==> src/rtl/prog_loader_pkg.sv <==
// rtl/prog_loader_pkg.sv - shared loader/cpu constants, loader state encoding and length rule
package prog_loader_pkg;

  localparam int LOADER_AW = 10;
  localparam int INSTR_W   = 16;
  localparam int LEN_W     = 11;

  typedef enum logic [2:0] {
    ST_LEN_HI  = 3'd0,
    ST_LEN_LO  = 3'd1,
    ST_DATA_HI = 3'd2,
    ST_DATA_LO = 3'd3,
    ST_CHK     = 3'd4,
    ST_RUN     = 3'd5,
    ST_ERROR   = 3'd6
  } ld_state_t;

  // Upper five bits of LEN_HI are reserved; any set bit rejects the load.
  function automatic logic len_ok(input logic [7:0] hi, input logic [7:0] lo, input int aw);
    logic [LEN_W-1:0] n;
    n = {hi[2:0], lo};
    return (hi[7:3] == 5'd0) && (n != '0) && (int'(n) <= (1 << aw));
  endfunction

endpackage

==> src/rtl/prog_loader_if.sv <==
// rtl/prog_loader_if.sv - byte-stream input and program-memory write port of the loader
interface prog_loader_if
  import prog_loader_pkg::*;
#(
  parameter int AW = LOADER_AW,
  parameter int DW = INSTR_W
);

  logic          in_valid;
  logic [7:0]    in_data;
  logic          in_ready;
  logic          we;
  logic [AW-1:0] waddr;
  logic [DW-1:0] wdata;

  modport master (
    input  in_valid, in_data,
    output in_ready, we, waddr, wdata
  );

  modport slave (
    output in_valid, in_data,
    input  in_ready, we, waddr, wdata
  );

endinterface

==> src/rtl/loader_xsum.sv <==
// rtl/loader_xsum.sv - running XOR of accepted data bytes
module loader_xsum (
  input  logic       clk,
  input  logic       clear,
  input  logic       enable,
  input  logic [7:0] din,
  output logic [7:0] sum
);

  always_ff @(posedge clk) begin
    if (clear) begin
      sum <= 8'h00;
    end else if (enable) begin
      sum <= sum ^ din;
    end
  end

endmodule

==> src/rtl/prog_loader.sv <==
// rtl/prog_loader.sv - parses a length/data/checksum byte stream into program memory, then releases the cpu
module prog_loader
  import prog_loader_pkg::*;
#(
  parameter int AW = LOADER_AW,
  parameter int DW = INSTR_W
) (
  input  logic          clk,
  input  logic          reset,
  input  logic          reload,
  output logic          cpu_reset,
  output logic          err,
  prog_loader_if.master bus
);

  ld_state_t        state_q, state_d;
  logic             xfer;
  logic             take_reload;
  logic             xsum_clear;
  logic             xsum_en;
  logic [7:0]       xsum;
  logic [7:0]       len_hi_q;
  logic [7:0]       hi_q;
  logic [LEN_W-1:0] n_q;
  logic [LEN_W-1:0] cnt_q;
  logic             we_q;
  logic [AW-1:0]    waddr_q;
  logic [DW-1:0]    wdata_q;

  assign bus.in_ready = (state_q != ST_RUN) && (state_q != ST_ERROR);
  assign xfer         = bus.in_valid & bus.in_ready;
  assign cpu_reset    = (state_q != ST_RUN);
  assign err          = (state_q == ST_ERROR);
  assign bus.we       = we_q;
  assign bus.waddr    = waddr_q;
  assign bus.wdata    = wdata_q;
  assign xsum_clear   = ~reset | take_reload;

  always_ff @(posedge clk) begin
    if (!reset) begin
      state_q <= ST_LEN_HI;
    end else begin
      state_q <= state_d;
    end
  end

  always_comb begin
    state_d     = state_q;
    take_reload = 1'b0;
    xsum_en     = 1'b0;
    case (state_q)
      ST_LEN_HI: begin
        if (xfer) state_d = ST_LEN_LO;
      end
      ST_LEN_LO: begin
        if (xfer) state_d = len_ok(len_hi_q, bus.in_data, AW) ? ST_DATA_HI : ST_ERROR;
      end
      ST_DATA_HI: begin
        if (xfer) begin
          xsum_en = 1'b1;
          state_d = ST_DATA_LO;
        end
      end
      ST_DATA_LO: begin
        if (xfer) begin
          xsum_en = 1'b1;
          state_d = (cnt_q == (n_q - LEN_W'(1))) ? ST_CHK : ST_DATA_HI;
        end
      end
      ST_CHK: begin
        if (xfer) state_d = (bus.in_data == xsum) ? ST_RUN : ST_ERROR;
      end
      ST_RUN, ST_ERROR: begin
        if (reload) begin
          take_reload = 1'b1;
          state_d     = ST_LEN_HI;
        end
      end
      default: state_d = ST_LEN_HI;
    endcase
  end

  // Write port is registered: the word appears one cycle after its low byte is accepted.
  always_ff @(posedge clk) begin
    if (!reset) begin
      len_hi_q <= 8'h00;
      hi_q     <= 8'h00;
      n_q      <= '0;
      cnt_q    <= '0;
      we_q     <= 1'b0;
      waddr_q  <= '0;
      wdata_q  <= '0;
    end else begin
      we_q <= 1'b0;
      if (xfer) begin
        case (state_q)
          ST_LEN_HI: len_hi_q <= bus.in_data;
          ST_LEN_LO: begin
            n_q   <= {len_hi_q[2:0], bus.in_data};
            cnt_q <= '0;
          end
          ST_DATA_HI: hi_q <= bus.in_data;
          ST_DATA_LO: begin
            we_q    <= 1'b1;
            waddr_q <= cnt_q[AW-1:0];
            wdata_q <= {hi_q, bus.in_data};
            cnt_q   <= cnt_q + LEN_W'(1);
          end
          default: ;
        endcase
      end
    end
  end

  loader_xsum u_xsum (
    .clk    (clk),
    .clear  (xsum_clear),
    .enable (xsum_en),
    .din    (bus.in_data),
    .sum    (xsum)
  );

endmodule

==> src/flat_wrapper.sv <==
// flat-port wrapper written by rule: the top's interface ports become plain ports
module prog_loader_flat import prog_loader_pkg::*;
#(
  parameter int AW = LOADER_AW,
  parameter int DW = INSTR_W
)
  (clk, reset, reload, cpu_reset, err, bus_in_valid, bus_in_data, bus_in_ready, bus_we, bus_waddr, bus_wdata);
  prog_loader_if #(.AW(AW), .DW(DW)) bus_i ();
  input  logic clk;
  input  logic reset;
  input  logic reload;
  output logic cpu_reset;
  output logic err;
  input wire logic [$bits(bus_i.in_valid)-1:0] bus_in_valid;
  input wire logic [$bits(bus_i.in_data)-1:0] bus_in_data;
  output wire logic [$bits(bus_i.in_ready)-1:0] bus_in_ready;
  output wire logic [$bits(bus_i.we)-1:0] bus_we;
  output wire logic [$bits(bus_i.waddr)-1:0] bus_waddr;
  output wire logic [$bits(bus_i.wdata)-1:0] bus_wdata;
  assign bus_i.in_valid = bus_in_valid;
  assign bus_i.in_data = bus_in_data;
  assign bus_in_ready = bus_i.in_ready;
  assign bus_we = bus_i.we;
  assign bus_waddr = bus_i.waddr;
  assign bus_wdata = bus_i.wdata;
  prog_loader #(.AW(AW), .DW(DW)) u_core (.clk(clk), .reset(reset), .reload(reload), .cpu_reset(cpu_reset), .err(err), .bus(bus_i));
endmodule
==> config.mk <==
export PLATFORM = sky130hd
export DESIGN_NAME = prog_loader_flat
export DESIGN_NICKNAME = d
export VERILOG_FILES = /design/src/rtl/prog_loader_pkg.sv /design/src/rtl/prog_loader_if.sv /design/src/rtl/loader_xsum.sv /design/src/rtl/prog_loader.sv /design/src/flat_wrapper.sv
export SDC_FILE = /design/constraint.sdc
export NUM_CORES = 1
export LEC_CHECK = 0
export CAP_MARGIN = 10
export CORE_MARGIN = 2
export CORE_UTILIZATION = 50
export DETAILED_ROUTE_END_ITERATION = 6
export GPL_ROUTABILITY_DRIVEN = 0
export PLACE_DENSITY = 0.75
export SYNTH_ARGS = -nofsm -noshare
export SYNTH_HDL_FRONTEND = slang
export SYNTH_SLANG_ARGS = --single-unit
==> constraint.sdc <==
create_clock -name clk -period 2 [get_ports clk]
set_input_delay 0.4 -clock clk [delete_from_list [all_inputs] [get_ports clk]]
set_output_delay 0.4 -clock clk [all_outputs]
set_load 0.1 [all_outputs]
# After elaboration in Yosys (flattened, before gate mapping)

Index checks and enable logic that the tools add are counted.

Flip-flop bits (word level): 76
Bits of input ports: 12

Reductions and logical operators: 16
Bitwise gates (word level): 4
Add/subtract/negate cells: 2
Magnitude comparators: 1
Muxes and demuxes: 16
Equality and inequality tests: 16

Operators by type and width:

| kind                                                  | number |
|---|---|
| two-way mux 3 bit                                     | 8 |
| one-hot mux 11 bit (2 select lines)                   | 1 |
| one-hot mux 3 bit (6 select lines)                    | 1 |
| AND reduction 2 bit                                   | 6 |
| adder 11 x 1 -> 11 bit, second input constant         | 1 |
| equality test 11 bit                                  | 1 |
| <= comparator 11 bit, second input constant           | 1 |
| nonzero test 11 bit                                   | 1 |
| subtractor 11 x 1 -> 11 bit, second input constant    | 1 |
| inequality test 2 x 1 -> 1 bit, second input constant | 5 |
| equality test 3 bit, second input constant            | 3 |
| equality test 8 bit                                   | 1 |
| XOR 8 bit                                             | 1 |
| equality test 3 x 2 -> 1 bit, second input constant   | 2 |
| inequality test 3 bit, second input constant          | 2 |
| AND reduction 6 bit                                   | 1 |
| zero test 5 bit                                       | 1 |
| two-way mux 1 bit                                     | 5 |
| OR reduction 2 bit                                    | 2 |
| equality test 3 x 1 -> 1 bit, second input constant   | 1 |
| logical AND 1 bit                                     | 3 |
| zero test 3 bit                                       | 1 |
| two-way mux 2 bit                                     | 1 |
| inequality test 2 bit, second input constant          | 1 |
| other kinds (4)                                       | 4 |

# Longest topological paths before layout

Gate-level depths: netlist of run 1.

Depth in word-level cells: 6
Gate-level depth with buffers: 8
Mapped depth without buffers: 8

# Modules after synthesis

A second synthesis of run 1 with hierarchy kept.

Cell total of the unflattened synthesis: 436
Area total of the unflattened synthesis: 3577.2 um2

By module, submodules not included:

| module      | cells an instance | area an instance (um2) | times used |
|---|---|---|---|
| prog_loader | 401               | 3216.8                 | 1 |
| loader_xsum | 35                | 360.3                  | 1 |

# Least setup slack after synthesis of run 1

No wires, ideal clock.

Path kind: reg2reg
Start point: reg u_core.state_q[1]
End point: reg u_core.u_xsum.sum[0]
Buffers on the path: 1
Path slack: -1657 ps
Arrival: 3581 ps
Clock period less this slack: 3657 ps
Stages on the path, launching flop included: 6
Path through: dfxtp_1 clkbuf_1 nor2b_1 o21ai_0 o21ai_1 nor2_1

Longest elaborated chain between the ends: 5

RTL lines:

| what                   | RTL line                             | source |
|---|---|---|
| from (decl)            | prog_loader.sv:16                    | `ld_state_t state_q, state_d;` |
| from (signal assigned) | prog_loader.sv:43                    | `state_q <= state_d;` |
| inequality test 3 bit  | prog_loader.sv:30                    | `assign bus.in_ready = (state_q != ST_RUN) && (state_q != ST_ERROR);` |
| logical AND 1 bit *    | prog_loader.sv:30                    |  |
| net bus_in_ready       | flat_wrapper.sv:16                   | `output wire logic [$bits(bus_i.in_ready)-1:0] bus_in_ready;` |
| AND 1 bit *            | prog_loader.sv:31                    | `assign xfer = bus.in_valid & bus.in_ready;` |
| two-way mux 1 bit *    | prog_loader.sv:59, prog_loader.sv:65 |  |
| two-way mux 1 bit *    | -                                    |  |
| to (signal assigned)   | loader_xsum.sv:14                    | `sum <= sum ^ din;` |
| to (decl)              | loader_xsum.sv:7                     | `output logic [7:0] sum` |

The timed path passes the listed nets; every way through them passes the cells marked *.
A chain may end at the register's enable or synchronous reset.

# Worst setup path after layout of run 1

Start point: reg u_core.n_q[1]
End point: reg u_core.state_q[2]

Longest elaborated chain between the ends: 5

RTL lines:

| what                               | RTL line          | source |
|---|---|---|
| from (decl)                        | prog_loader.sv:24 | `logic [LEN_W-1:0] n_q;` |
| from (signal assigned)             | prog_loader.sv:99 | `n_q <= {len_hi_q[2:0], bus.in_data};` |
| subtractor 11 x 1 -> 11 bit        | prog_loader.sv:67 | `state_d = (cnt_q == (n_q - LEN_W'(1))) ? ST_CHK : ST_DATA_HI;` |
| equality test 11 bit               | prog_loader.sv:67 |  |
| two-way mux 3 bit                  | prog_loader.sv:67 |  |
| two-way mux 3 bit                  | prog_loader.sv:65 | `if (xfer) begin` |
| one-hot mux 3 bit (6 select lines) | prog_loader.sv:51 | `case (state_q)` |

No other way between the ends. The select of a mux whose other input is x is not followed.

==> results.toml, run 1 <==
[job]
drv_cap = 0

[detailed_routing]
drt-initial-drc-count = 148
wl_um = 8480
ant_nets = 0
via_count = 3143
wire_per_inst_um = 14.0
vias_per_cell = 5.20
drc = 0
drt_first_pass_iters = 4

[cts]
root_buffer = "clkbuf_8"
cts_hold_buf = 0
h-tree-depth = 3
cts.path.max_buffers = 2
cts_setup_buffers = 0
cts.clk_slew.worst_paths_ns = 0.08
cts_buffers = 9
cts_tree = "done"
clock-sinks = 76
clock_latency_ns = 0.35

[synth]
syn_inst = 444
netlist_area_mm2 = 0.00357
ys_seq_area_share_pct = 42.7
synthDistinctLibCells = 42
syn_avg_cell_area_um2 = 8.03
synth_warnings = 0
synthesis.nets = 458
ys_ff_latch = 76

[setup_path]
critPathLaunchType = "flip-flop"
slowest_delay_ns = 0.35
cp.required_ns = 2.29
crit_buf_inv = 2
cp_top_family = "simple AND/OR/NAND/NOR gates"
critPathCaptureType = "flip-flop"
cp_cell_sequence = "inv_1 > ha_4 > nor2b_1 > or3_1 > a31oi_1 > nand4_1 > nor3_2 > buf_4 > a32o_1"
path_class = "reg -> reg"
crit_fanout = 6
worst_ep_arrival_time_ns = 2.17
cpMaxStageDelayCell = "or3_1"

[placement]
hpwl_um = 6390
placed_area_mm2 = 0.00424
pre_cts_ws_ns = -0.0326
place_inst = 590
port_buffers = 41

[power_and_ir_drop]
p_leak_nw = 1.69
p_total_mw = 3.25
peakVddDrop_v = 0.000525
powerDensity_mw_per_mm2 = 724

[sta]
relSlewSlack_pct = 67.5
finalSetupViolCount = 0
slew_viol_final = 0
rsz0062_at_grt = "false"
worst_hold_slack_ns = 0.466
tns_ns = 0
hold_violations = 0
worst_slack_ns = 0.115
skew_ns = 0.0110
max_freq_ghz = 0.531
fin_crit_sh_pct = 94.2
final.min_clock_period_ns = 1.88
worst_pin_slew_ns = 0.486

[global_route]
grt_start_max_net_pins = 28
grt_overflow_total = 0
grt_pass1_vias = 2871
track_usage_pct = 22.4
antenna_found_initial = 0
grt_pass1_wl_um = 13400

[final_layout]
fin_cells = 605
diodes = 0
drive_gt1_share_pct = 19.1
utilization_pct = 65.6
final_cell_area_mm2 = 0.00448
nNetsFinal = 519
area_growth_pct = 25.8

[die]
die_h_um = 88.5
die-area_mm2 = 0.00782
start_util_pct = 52.2
row_count = 30
die_w_um = 88.5
core_area_mm2 = 0.00683
boundaryPins = 42

[outcome]
run_status = "complete, no violations"

[worst_hold_path]
hold_class = "reg -> reg"
-- final cells by class --
| class | instances | area (um2) |
|---|---|---|
| clock buffer | 9 | 124 |
| multi-input combinational | 331 | 1910 |
| timing repair buffer | 80 | 691 |
| clock inverter | 6 | 90.1 |
| tap | 96 | 120 |
| inverter | 7 | 26.3 |
| fill | 595 | 2350 |
| sequential | 76 | 1520 |
-- synth_stat cells, drive strengths merged --
library cell | n | area, um2
nor4 | 5 | 37.5
a21boi | 52 | 390
bufbuf | 1 | 32.5
and2 | 5 | 31.3
buf | 4 | 25.0
o21a | 1 | 7.51
mux2i | 1 | 10.0
and3b | 3 | 26.3
o2111ai | 1 | 8.76
nor3 | 7 | 40.0
a21oi | 7 | 35.0
inv | 7 | 26.3
or3 | 2 | 12.5
a31oi | 3 | 18.8
nand2 | 129 | 487
a211oi | 3 | 27.5
a32oi | 1 | 8.76
a32o | 1 | 10.0
xor2 | 20 | 183
nor2b | 8 | 50.1
clkbuf | 25 | 93.8
ha | 2 | 25.0
nand3 | 7 | 35.0
o22ai | 2 | 12.5
dfxtp | 76 | 1520
a22oi | 1 | 7.51
nor2 | 27 | 101
and3 | 2 | 12.5
nand4 | 7 | 43.8
a41o | 1 | 10.0
or2 | 1 | 6.26
xnor2 | 17 | 149
o21ai | 13 | 65.1
nand3b | 1 | 7.51
and2b | 1 | 7.51
-- per-layer routing --
| layer | up-vias | global-route usage (%) | share of wire [%] |
|---|---|---|---|
| met1 | 1466 | 28.1 | 44 |
| met4 | 0 | 6.20 | 1.8 |
| li1 | 1588 | - | - |
| met3 | 14 | 6.06 | 5.0 |
| met2 | 75 | 37.9 | 49 |
| met5 | - | 0 | 0 |
-- cells by family (layout without fill, tap and decap cells) --
family,after synthesis,after routing,share of synthesized area (%)
AND/OR/NAND/NOR,205,205,25.2
XOR/XNOR,37,37,9.30
AO/OA/AOI/OAI,86,86,16.9
flip-flops,76,76,42.7
adder cells (fa/ha/maj),2,2,0.702
multiplexers,1,1,0.281
buffers and inverters,37,102,4.98
-- tightest hold or removal path, delay by kind of cell (launching register included) --
kind               cells  cell delay [ns]
AOI/OAI and AO/OA      1             0.06
and+or+nand+nor        1             0.05
DFF                    1             0.32
-- state kept, by name (all words and copies together) (netlist names), 3 cells and up --
| register | cells |
|---|---|
| u_core.bus.wdata | 16 |
| u_core.bus.waddr | 10 |
| u_core.u_xsum.sum | 8 |
| u_core.n_q | 11 |
| u_core.cnt_q | 11 |
| u_core.state_q | 3 |
| u_core.len_hi_q | 8 |
| u_core.hi_q | 8 |
-- timing repair --
item	4_1_cts	5_1_grt
pin swaps	1	3
resized for setup	2	6
endpoints found under the setup margin	2	4
-- where the power goes --
group	total, mW	switching (mW)	internal (mW)
clock	1.26	0.564	0.697
sequential	1.58	0.0356	1.55
combinational	0.403	0.217	0.186
total	3.25	0.816	2.43
-- final timing paths --
| check | slack [ns] | depth (start not counted) | from | endpoint |
|---|---|---|---|---|
| worst max-delay path | 0.12 | 9 | u_core.n_q[1]$_SDFFE_PN0P_ | u_core.state_q[2]$_SDFFE_PN0P_ |
| worst min-delay path | 0.47 | 2 | u_core.bus.wdata[9]$_SDFFE_PN0P_ | u_core.bus.wdata[9]$_SDFFE_PN0P_ |
| worst max register to register | 0.12 | 9 | u_core.n_q[1]$_SDFFE_PN0P_ | u_core.state_q[2]$_SDFFE_PN0P_ |
| worst min register to register | 0.47 | 2 | u_core.bus.wdata[9]$_SDFFE_PN0P_ | u_core.bus.wdata[9]$_SDFFE_PN0P_ |
-- cells in the final DEF, fill, tap and decap left out, drive strengths merged, types with 2 or more instances in the layout --
cell type and instances:
a211oi 3, a21boi 52, a21oi 7, a31oi 3, and2 5, and3 2, and3b 3, buf 69
bufinv 2, clkbuf 9, clkdlybuf4s50 11, clkinv 3, dfxtp 76, ha 2, inv 7, nand2 129
nand3 7, nand4 7, nor2 27, nor2b 8, nor3 7, nor4 5, o21ai 13, o22ai 2
or3 2, xnor2 17, xor2 20
No activity file was read; power rests on OpenSTA's default activity.
==> run 2: changes to the inputs <==
--- a/config.mk
+++ b/config.mk
@@ -6,7 +6,7 @@
 export NUM_CORES = 1
 export LEC_CHECK = 0
 export CAP_MARGIN = 10
-export CORE_MARGIN = 2
+export CORE_MARGIN = 4
 export CORE_UTILIZATION = 50
 export DETAILED_ROUTE_END_ITERATION = 6
 export GPL_ROUTABILITY_DRIVEN = 0
==> run 2 against run 1 <==
Against the previous run:
- clock skew decreased by 0.0013 ns
- combinational power down 3%
- critical path depth down 6
- sequential power is essentially flat
- global-route usage fell by 1.6 points
==> results.toml, run 2 (synthesis gave the netlist of run 1 again) <==
[sta]
fin_crit_sh_pct = 95.0
worst_slack_ns = 0.101
rsz0062_at_grt = "false"
max_freq_ghz = 0.527
relSlewSlack_pct = 70.6
worst_pin_slew_ns = 0.436
final.min_clock_period_ns = 1.90
worst_hold_slack_ns = 0.464
finalSetupViolCount = 0
skew_ns = 0.00973
slew_viol_final = 0
tns_ns = 0
hold_violations = 0

[setup_path]
cpMaxStageDelayCell = "dfxtp_1"
startpoint = "u_core.state_q[0]$_SDFFE_PN0P_"
critPathCaptureType = "primary output"
worst_ep_arrival_time_ns = 1.50
crit_fanout = 7
reg2reg_depth = 9
rrSetupSlack_ns = 0.12
critPathLaunchType = "flip-flop"
cp_cell_sequence = "nor2b_2 > nand2_1 > buf_12"
setup.worst_path.end = "cpu_reset"
cp.required_ns = 1.60
path_class = "reg -> out"
r2r-end = "u_core.state_q[1]$_SDFFE_PN0P_"
rr_startpoint = "u_core.n_q[0]$_SDFFE_PN0P_"
slowest_delay_ns = 0.45

[placement]
pre_cts_ws_ns = -0.0120
port_buffers = 41
placed_area_mm2 = 0.00419
hpwl_um = 6320

[cts]
cts.path.max_buffers = 2
h-tree-depth = 3
clock-sinks = 76
cts_buffers = 9
cts_hold_buf = 0
cts.clk_slew.worst_paths_ns = 0.08
root_buffer = "clkbuf_8"
cts_setup_buffers = 0
cts_tree = "done"
clock_latency_ns = 0.35

[detailed_routing]
drc = 0
vias_per_cell = 5.20
wire_per_inst_um = 14.2
ant_nets = 0
drt_first_pass_iters = 4
via_count = 3122
wl_um = 8510
drt-initial-drc-count = 138

[worst_hold_path]
holdPathStages = 2
hold_class = "reg -> reg"

[final_layout]
utilization_pct = 64.9
nNetsFinal = 513
final_common_cell = "nand2_1"
mostFrequentLayoutCells = "128 x nand2_1, 74 x dfxtp_1, 58 x buf_4"
largest_register_ffs = 16
area_growth_pct = 24.9
diodes = 0
drive_gt1_share_pct = 18.3
final_cell_area_mm2 = 0.00446

[die]
core_area_mm2 = 0.00687
die_h_um = 92.5
row_count = 30
die-area_mm2 = 0.00855
die_w_um = 92.5
boundaryPins = 42
start_util_pct = 51.9

[power_and_ir_drop]
peakVddDrop_v = 0.000482
p_leak_nw = 1.67
powerDensity_mw_per_mm2 = 763

[global_route]
track_usage_pct = 20.8
grt_pass1_wl_um = 14100
antenna_found_initial = 0
grt_overflow_total = 0
grt_pass1_vias = 2962
grt_start_max_net_pins = 63

[outcome]
run_status = "complete, no violations"

[job]
drv_cap = 0
[run 2: changes by cell type in the layout (fill, tap and decap cells not counted)]
cell,delta
buf_4,-6
bufinv_16,+1
clkbuf_8,+1
clkinv_4,-1
ha_2,+1
ha_4,-1
nor4_2,+1
nor4_4,-1
[run 2: final cells by class]
class / count / area, um2
clock buffers: 10 / 138
fillers: 573 / 2410
flip-flops and latches: 76 / 1520
inverters: 7 / 26.3
well taps: 96 / 120
repair buffers: 74 / 646
clock inverters: 6 / 111
multi-input cells: 331 / 1890
[run 2: worst min-delay path by stage]
stage	slack, ns	from	end
2_1_floorplan	0.44	u_core.hi_q[2]$_SDFFE_PN0P_	u_core.bus.wdata[10]$_SDFFE_PN0P_
3_3_place_gp	0.45	u_core.hi_q[6]$_SDFFE_PN0P_	u_core.bus.wdata[14]$_SDFFE_PN0P_
3_5_place_dp	0.46	u_core.hi_q[6]$_SDFFE_PN0P_	u_core.hi_q[6]$_SDFFE_PN0P_
4_1_cts	0.47	u_core.hi_q[5]$_SDFFE_PN0P_	u_core.bus.wdata[13]$_SDFFE_PN0P_
5_1_grt	0.49	u_core.bus.waddr[5]$_SDFFE_PN0P_	u_core.bus.waddr[5]$_SDFFE_PN0P_
6_report	0.46	u_core.hi_q[2]$_SDFFE_PN0P_	u_core.bus.wdata[10]$_SDFFE_PN0P_
[run 2: routing by layer]
| metal | part of all wire (%) | up-vias | track usage [%] |
|---|---|---|---|
| met5 | 0 | - | 0 |
| met4 | 1.9 | 0 | 8.79 |
| met3 | 5.1 | 13 | 5.20 |
| met2 | 49 | 77 | 34.9 |
| met1 | 44 | 1457 | 25.2 |
| li1 | - | 1575 | - |
[run 2: where the power goes]
| group | leakage (nW) | internal, mW | switching (mW) | total, mW |
|---|---|---|---|---|
| clock | 0.122 | 0.862 | 0.563 | 1.43 |
| sequential | 0.615 | 1.55 | 0.0358 | 1.58 |
| combinational | 0.936 | 0.176 | 0.215 | 0.391 |
| total | 1.67 | 2.59 | 0.813 | 3.40 |
[run 2: stage by stage]
step | instances | power (mW)
2_1_floorplan | 444 | 1.86
3_3_place_gp | 584 | 1.99
3_5_place_dp | 584 | 2.00
4_1_cts | 600 | 3.42
5_1_grt | 600 | 3.54
6_report | 600 | 3.40
[run 2: critical path: cells and delay by family, from the launching register on]
kind	cells	cell delay [ns]
buf+inv	1	0.20
simple gates	2	0.50
flops	1	0.45
[run 2: repair_timing]
| item | in CTS | in global routing |
|---|---|---|
| endpoints found under the setup margin | 3 | 5 |
| gates cloned | 0 | 0 |
| gates resized for setup | 1 | 5 |
| pin swaps | 1 | 3 |
